===== src/rtl/seg7_scan_driver.sv =====
// -----------------------------------------------------------------------------
// seg7_scan_driver
//   Time-multiplexed 8-digit seven-segment driver for the pipeline debug pins.
//   Digits 0-3 show the captured write-back data (NumberA[15:0]) and digits
//   4-7 show the captured PC (NumberB[15:0]). Each digit owns REFRESH_DIV
//   clock cycles. The first BLANK_CYCLES of every digit period disable all
//   digits so the previous digit's segments do not ghost onto the next one.
//
// Parameters
//   REFRESH_DIV  : clock cycles per digit period (>= 2)
//   BLANK_CYCLES : all-off cycles at the start of each period (0..REFRESH_DIV-1)
//
// Ports
//   Clk_in  : system clock, rising edge
//   Rst     : asynchronous reset, active low
//   NumberA : write-back data; only [15:0] is displayed
//   NumberB : PC; only [15:0] is displayed
//   Capture : load NumberA/NumberB into the holding registers at the edge
//   out7    : segments, active low, out7[6]=a ... out7[0]=g
//   en_out  : digit enables, active low, en_out[0] = rightmost digit
// -----------------------------------------------------------------------------
module seg7_scan_driver #(
   parameter int REFRESH_DIV  = 100000,
   parameter int BLANK_CYCLES = 2
) (
   input  logic        Clk_in,
   input  logic        Rst,
   input  logic [31:0] NumberA,
   input  logic [31:0] NumberB,
   input  logic        Capture,
   output logic [6:0]  out7,
   output logic [7:0]  en_out
);

   localparam int CW = (REFRESH_DIV > 2) ? $clog2(REFRESH_DIV) : 1;
   localparam logic [CW-1:0] CNT_MAX = CW'(REFRESH_DIV - 1);

   // Holding registers
   logic [15:0] holdA_q, holdA_d;
   logic [15:0] holdB_q, holdB_d;

   // Prescaler and digit index
   logic [CW-1:0] cnt_q, cnt_d;
   logic [2:0]    dig_q, dig_d;

   // Output registers
   logic [6:0] seg_q, seg_d;
   logic [7:0] en_q,  en_d;

   logic [15:0] hold_sel;
   logic [3:0]  nibble;
   logic        blank;

   // -------------------------------------------------------------------------
   // Hex to active-low abcdefg
   // -------------------------------------------------------------------------
   function automatic logic [6:0] hex2seg(input logic [3:0] h);
      logic [6:0] s;
      case (h)
         4'h0:    s = 7'b0000001;
         4'h1:    s = 7'b1001111;
         4'h2:    s = 7'b0010010;
         4'h3:    s = 7'b0000110;
         4'h4:    s = 7'b1001100;
         4'h5:    s = 7'b0100100;
         4'h6:    s = 7'b0100000;
         4'h7:    s = 7'b0001111;
         4'h8:    s = 7'b0000000;
         4'h9:    s = 7'b0000100;
         4'hA:    s = 7'b0001000;
         4'hB:    s = 7'b1100000;
         4'hC:    s = 7'b0110001;
         4'hD:    s = 7'b1000010;
         4'hE:    s = 7'b0110000;
         default: s = 7'b0111000;
      endcase
      return s;
   endfunction

   // -------------------------------------------------------------------------
   // Blanking window. With no blank cycles the compare would be constant
   // false, so it is removed entirely rather than left as a dead compare.
   // -------------------------------------------------------------------------
   generate
      if (BLANK_CYCLES == 0) begin : g_noblank
         assign blank = 1'b0;
      end else begin : g_blank
         assign blank = (cnt_q < CW'(BLANK_CYCLES));
      end
   endgenerate

   // -------------------------------------------------------------------------
   // Nibble select: dig[2] picks the source word, dig[1:0] the nibble.
   // Uses the registered hold values, so a capture at a digit change shows up
   // on the output one edge later and never mixes old and new nibbles.
   // -------------------------------------------------------------------------
   always_comb begin
      hold_sel = dig_q[2] ? holdB_q : holdA_q;
      nibble   = hold_sel[{dig_q[1:0], 2'b00} +: 4];
   end

   // -------------------------------------------------------------------------
   // Next-state logic
   // -------------------------------------------------------------------------
   always_comb begin
      holdA_d = holdA_q;
      holdB_d = holdB_q;
      cnt_d   = cnt_q;
      dig_d   = dig_q;

      if (Capture) begin
         holdA_d = NumberA[15:0];
         holdB_d = NumberB[15:0];
      end

      if (cnt_q == CNT_MAX) begin
         cnt_d = '0;
         dig_d = dig_q + 3'd1;   // 3-bit wrap 7 -> 0
      end else begin
         cnt_d = cnt_q + CW'(1);
      end

      // Outputs follow the current cnt/dig/hold with one cycle of latency.
      seg_d = hex2seg(nibble);
      en_d  = blank ? 8'hFF : ~(8'h01 << dig_q);
   end

   // -------------------------------------------------------------------------
   // State registers
   // -------------------------------------------------------------------------
   always_ff @(posedge Clk_in or negedge Rst) begin
      if (!Rst) begin
         holdA_q <= '0;
         holdB_q <= '0;
         cnt_q   <= '0;
         dig_q   <= '0;
         seg_q   <= 7'h7F;
         en_q    <= 8'hFF;
      end else begin
         holdA_q <= holdA_d;
         holdB_q <= holdB_d;
         cnt_q   <= cnt_d;
         dig_q   <= dig_d;
         seg_q   <= seg_d;
         en_q    <= en_d;
      end
   end

   assign out7   = seg_q;
   assign en_out = en_q;

endmodule


===== config.mk =====
export PLATFORM = sky130hd
export DESIGN_NAME = seg7_scan_driver
export DESIGN_NICKNAME = d
export VERILOG_FILES = /design/src/rtl/seg7_scan_driver.sv
export SDC_FILE = /design/constraint.sdc
export NUM_CORES = 1
export LEC_CHECK = 0
export ABC_CLOCK_PERIOD_IN_PS = 5400
export BUFFER_PORTS_ARGS = -buffer_cell sky130_fd_sc_hd__buf_2
export CAP_MARGIN = 20
export CORE_MARGIN = 5
export CORE_UTILIZATION = 59
export CTS_BUF_LIST = sky130_fd_sc_hd__clkbuf_2 sky130_fd_sc_hd__clkbuf_4 sky130_fd_sc_hd__clkbuf_8
export DETAILED_ROUTE_END_ITERATION = 10
export PLACE_DENSITY = 0.88
export SLEW_MARGIN = 10
export SYNTH_ARGS = -nofsm -noshare
export SYNTH_HDL_FRONTEND = slang
export SYNTH_SLANG_ARGS = --single-unit

===== constraint.sdc =====
create_clock -name Clk_in -period 5.4 [get_ports Clk_in]
set_input_delay 1.08 -clock Clk_in [delete_from_list [all_inputs] [get_ports Clk_in]]
set_output_delay 1.08 -clock Clk_in [all_outputs]
set_load 0.03 [all_outputs]

==> Word-level counts from Yosys, hierarchy flattened <==
Memories as Yosys holds them, arrays and structs flattened. A register that Yosys moved wholly into a read port is not among the register bits.
Cells that the tools add are included.
{ "totals": {"mem_count": 1, "in_bits": 67, "rom_bits": 112, "elab_cells": 17, "regBits": 60} }
{ "op_classes": {"n_bitwise": 1, "n_addsub": 2, "muxes": 3, "shifts": 2, "n_reduce_logical": 1, "n_lt_le_gt_ge": 1, "n_eq_ne": 1} }
{ "memory_table": {"columns": ["name", "depth", "word_bits", "read_ports", "rd_ports_with_merged_regs", "wr", "line", "text"], "rows": [
  ["(no name shown)", 16, 7, 1, 1, 0, "59", "case (h)"]
]} }
{ "op_table": {"columns": ["op", "n"], "rows": [
  ["adder 17 x 1 -> 17 bit (second input constant)", 1],
  ["equality test 17 bit (second input constant)", 1],
  ["< comparator 17 x 2 -> 1 bit (second input constant)", 1],
  ["two-way mux 17 bit", 1],
  ["two-way mux 16 bit", 1],
  ["variable part select 16 x 5 -> 4 bit", 1],
  ["two-way mux 8 bit", 1],
  ["NOT 8 bit", 1],
  ["left shift 1 x 3 -> 8 bit (first input constant)", 1],
  ["adder 3 x 1 -> 3 bit (second input constant)", 1],
  ["logical NOT 1 bit", 1]
]} }

==> Logic depth before layout (Yosys ltp) <==
{ "logic_depth": {"ltp_word": 3, "depth_mapped": 8, "ltp_nobuf": 7} }

==> Worst setup path before layout <==
No wires, ideal clock.
{ "synth_path": {"path_kind": "reg2reg", "from": "register dig_q[2]", "to": "register seg_q[6] (netlist: out7[6])", "setup_ns": 0.082, "required_ns": 5.318, "path_stages_with_launch": 8, "arrival_time_ns": 2.232, "path_slack_ns": 3.086, "cell_sequence": "dfrtp_1 > buf_6 > mux4_1 > mux2i_1 > inv_1 > ha_1 > and3_1 > a211o_1"} }
{ "synth_between": {"elab_chain_len": 2} }
{ "synth_lines": {"columns": ["element", "line", "text"], "rows": [
  ["start: declaration", "44", "logic [2:0] dig_q, dig_d;"],
  ["start signal: assignment", "143", "dig_q <= dig_d;"],
  ["two-way mux 16 bit", "98", "hold_sel = dig_q[2] ? holdB_q : holdA_q;"],
  ["variable part select 16 x 5 -> 4 bit", "99", "nibble = hold_sel[{dig_q[1:0], 2'b00} +: 4];"],
  ["end: declaration", "47", "logic [6:0] seg_q, seg_d;"]
]} }
Every way passes these cells.
A chain may end at the register's enable or synchronous reset.

==> Final worst setup path <==
Same ends and word-level chain as after synthesis.

==> impl_metrics.py <==
metrics = {
    "cts": {
        "htreeDepth": 3,
        "cts_buffers": 9,
        "cts_tree": "done",
        "clk_latency_ns": 0.34,
        "ctsHoldBuffers": 0,
        "cts.sinks": 67,
        "cts_setup_buffers": 0,
        "cts_buffer_depth": 2,
        "cts_root_buf": "clkbuf_8",
        "post_cts_resize_count": 0,
        "cts.reportedPaths.clkPinSlew_ns": 0.07,
    },
    "finish": {
        "fillCellCount": 362,
        "post-route-util_pct": 71.47,
        "instances_no_fill": 361,
        "layout_common_cells": "52 x dfrtp_1, 49 x buf_2, 36 x mux2_2, 15 x dfstp_2",
        "nets": 366,
        "final_cell_area_sq_um": 3674,
        "layout-drive-gt1-share_pct": 42.27,
        "area_growth_pct": 16.74,
        "diodes": 0,
        "layout_commonest_cell": "dfrtp_1",
    },
    "synthesis": {
        "synthFlopType": "dfrtp_1",
        "synth_compound_area_share_pct": 2.107,
        "synthXorXnorAreaFrac_pct": 4.175,
        "synth_area_sq_um": 3147,
        "async_flop_share_pct": 100.0,
        "ys_types": 40,
        "ys_seq_area_share_pct": 53.88,
        "syn-num-nets": 313,
        "synthMuxAreaShare_pct": 23.02,
        "yosysWarnings": 0,
        "syn_inst": 233,
        "synth_edf_count": 0,
        "yosys.area_share.simple_pct": 9.185,
        "synth_top_family_by_area": "multiplexers",
        "ys_ff_latch": 67,
        "syn_area_per_cell_sq_um": 13.51,
        "synthAdderAreaFrac_pct": 5.169,
    },
    "placed_design": {
        "routabilityCongestion": 0.7615,
        "place_hpwl_um": 3919,
        "port_buffers": 49,
        "postPlaceCellArea_sq_um": 3447,
        "placedCellCount": 345,
        "pre_cts_ws_ns": 2.489,
    },
    "sta": {
        "period_needed_ns": 2.974,
        "finalWorstSetupSlack_ns": 2.426,
        "final_hold_viol_count": 0,
        "rsz0062_at_grt": "false",
        "finalMaxSlewViolations": 0,
        "post-route-period-util_pct": 55.08,
        "setup_viol": 0,
        "fin_setup_tns_ns": 0,
        "max_slew_margin_pct": 34.40,
        "whs_ns": 0.4777,
        "max_slew.worst_pin.slew_ns": 0.9750,
        "clock.fmax_mhz": 336.2,
        "skew_ns": 0.006655,
    },
    "die": {
        "start_util_pct": 61.22,
        "rows": 26,
        "die_w_um": 83.03,
        "die_area_sq_um": 6894,
        "die_y_um": 83.03,
        "num_io_pins": 82,
        "core-area_sq_um": 5140,
    },
    "grt": {
        "grt_pass1_vias": 2152,
        "grt_pass1_wl_um": 9977,
        "antenna_found_initial": 0,
        "grt_max_degree": 68,
        "gr-total-overflow": 0,
        "track_usage_pct": 18.09,
    },
    "setup_path": {
        "cp_top_family": "multiplexers",
        "cp-start-kind": "flop",
        "endpoint_kind": "flop",
        "path_class": "flop to flop",
        "max_stage_delay_ns": 0.75,
        "crit_slowest_cell": "dfrtp_1",
        "cp.arrival_ns": 3.24,
        "path_cells": "mux4_1, mux2i_1, inv_1, ha_1, and3_1, a211o_1",
        "path_buf_inv": 1,
        "cp_max_fo": 13,
        "required_ns": 5.66,
    },
    "power_and_ir_drop": {
        "leakagePower_nw": 1.664,
        "ir_worst_vdd_mv": 0.2568,
        "power_mw": 1.150,
        "power.density_nw_per_um2": 313.0,
    },
    "routing": {
        "vias_per_cell": 5.537,
        "totalWireLength_um": 5702,
        "vias": 1999,
        "antenna_left": 0,
        "drc": 0,
        "drtIter0Drc": 123,
        "firstDrtPassIters": 4,
        "wl_per_cell_um": 15.80,
    },
    "flow_run": {
        "drv_cap": 0,
    },
    "min_path": {
        "min_path_type": "flop to flop",
    },
    "outcome": {
        "status": "complete, no violations",
    },
}
## state kept, by name, summed over array words and instances, names as in the netlist
| name | flops |
|---|---|
| cnt_q | 17 |
| dig_q | 3 |
| en_out | 8 |
| holdA_q | 16 |
| holdB_q | 16 |
| out7 | 7 |
## Yosys cell counts, types with 2 or more instances
cell type	instances	area, sq um
xor2_1	7	61.31
dfstp_2	15	394.1
nand4_1	2	12.51
buf_1	3	11.26
or3_1	2	12.51
o21ai_0	2	10.01
o31ai_1	2	15.01
nor2_1	11	41.29
clkbuf_1	2	7.510
a21oi_1	2	10.01
nand2_1	12	45.04
mux2i_1	8	80.08
buf_2	2	10.01
xnor2_1	8	70.07
mux4_1	6	157.7
nor3_1	4	20.02
dfrtp_1	52	1301
nor4_1	3	18.77
and4_1	2	17.52
mux4_2	2	45.04
mux2_2	36	405.4
inv_1	7	26.28
and3_1	2	12.51
ha_1	13	162.7
nand3_1	13	65.06
## layout make-up
| class | count | area, sq um | share of cell area, % |
|---|---|---|---|
| clock inverter | 5 | 75.07 | 2.044 |
| timing repair buffer | 51 | 260.3 | 7.084 |
| clock buffer | 11 | 151.4 | 4.121 |
| inverter | 8 | 30.03 | 0.8174 |
| sequential | 67 | 1695 | 46.15 |
| tap | 70 | 87.58 | 2.384 |
| multi-input combinational | 149 | 1374 | 37.40 |
## final timing paths
path / endpoint / start / cells past startpoint / slack (ns)
setup / recovery: out7[6]$_DFF_PN1_ / dig_q[2]$_DFFE_PN0N_ / 6 / 2.43
hold / removal: cnt_q[0]$_DFF_PN0_ / cnt_q[0]$_DFF_PN0_ / 1 / 0.48
setup reg to reg: out7[6]$_DFF_PN1_ / dig_q[2]$_DFFE_PN0N_ / 6 / 2.43
hold reg to reg: cnt_q[0]$_DFF_PN0_ / cnt_q[0]$_DFF_PN0_ / 1 / 0.48
max in group asynchronous: cnt_q[2]$_DFF_PN0_ / Rst / 2 / 3.95
min in group asynchronous: holdA_q[8]$_DFFE_PN0P_ / Rst / 2 / 0.91
## power breakdown
| group | leakage, nW | switching, mW | internal (mW) | total [mW] |
|---|---|---|---|---|
| logic | 0.748 | 0.0709 | 0.0605 | 0.131 |
| clock network | 0.119 | 0.182 | 0.283 | 0.464 |
| registers | 0.796 | 0.0131 | 0.541 | 0.554 |
## layer usage
layer | track usage [%] | share of wire, %
met5 | 0 | 0
met4 | 8.172 | 1.8
met3 | 5.347 | 6.6
met2 | 30.39 | 49
met1 | 21.39 | 42
## logic make-up after synthesis
kind of cell | count (synthesis)
mux | 54
flops | 67
simple gates | 57
xor+xnor | 15
fa+ha+maj | 13
compound gates | 10
buf+inv | 17
No activity file was read; power rests on OpenSTA's default activity.
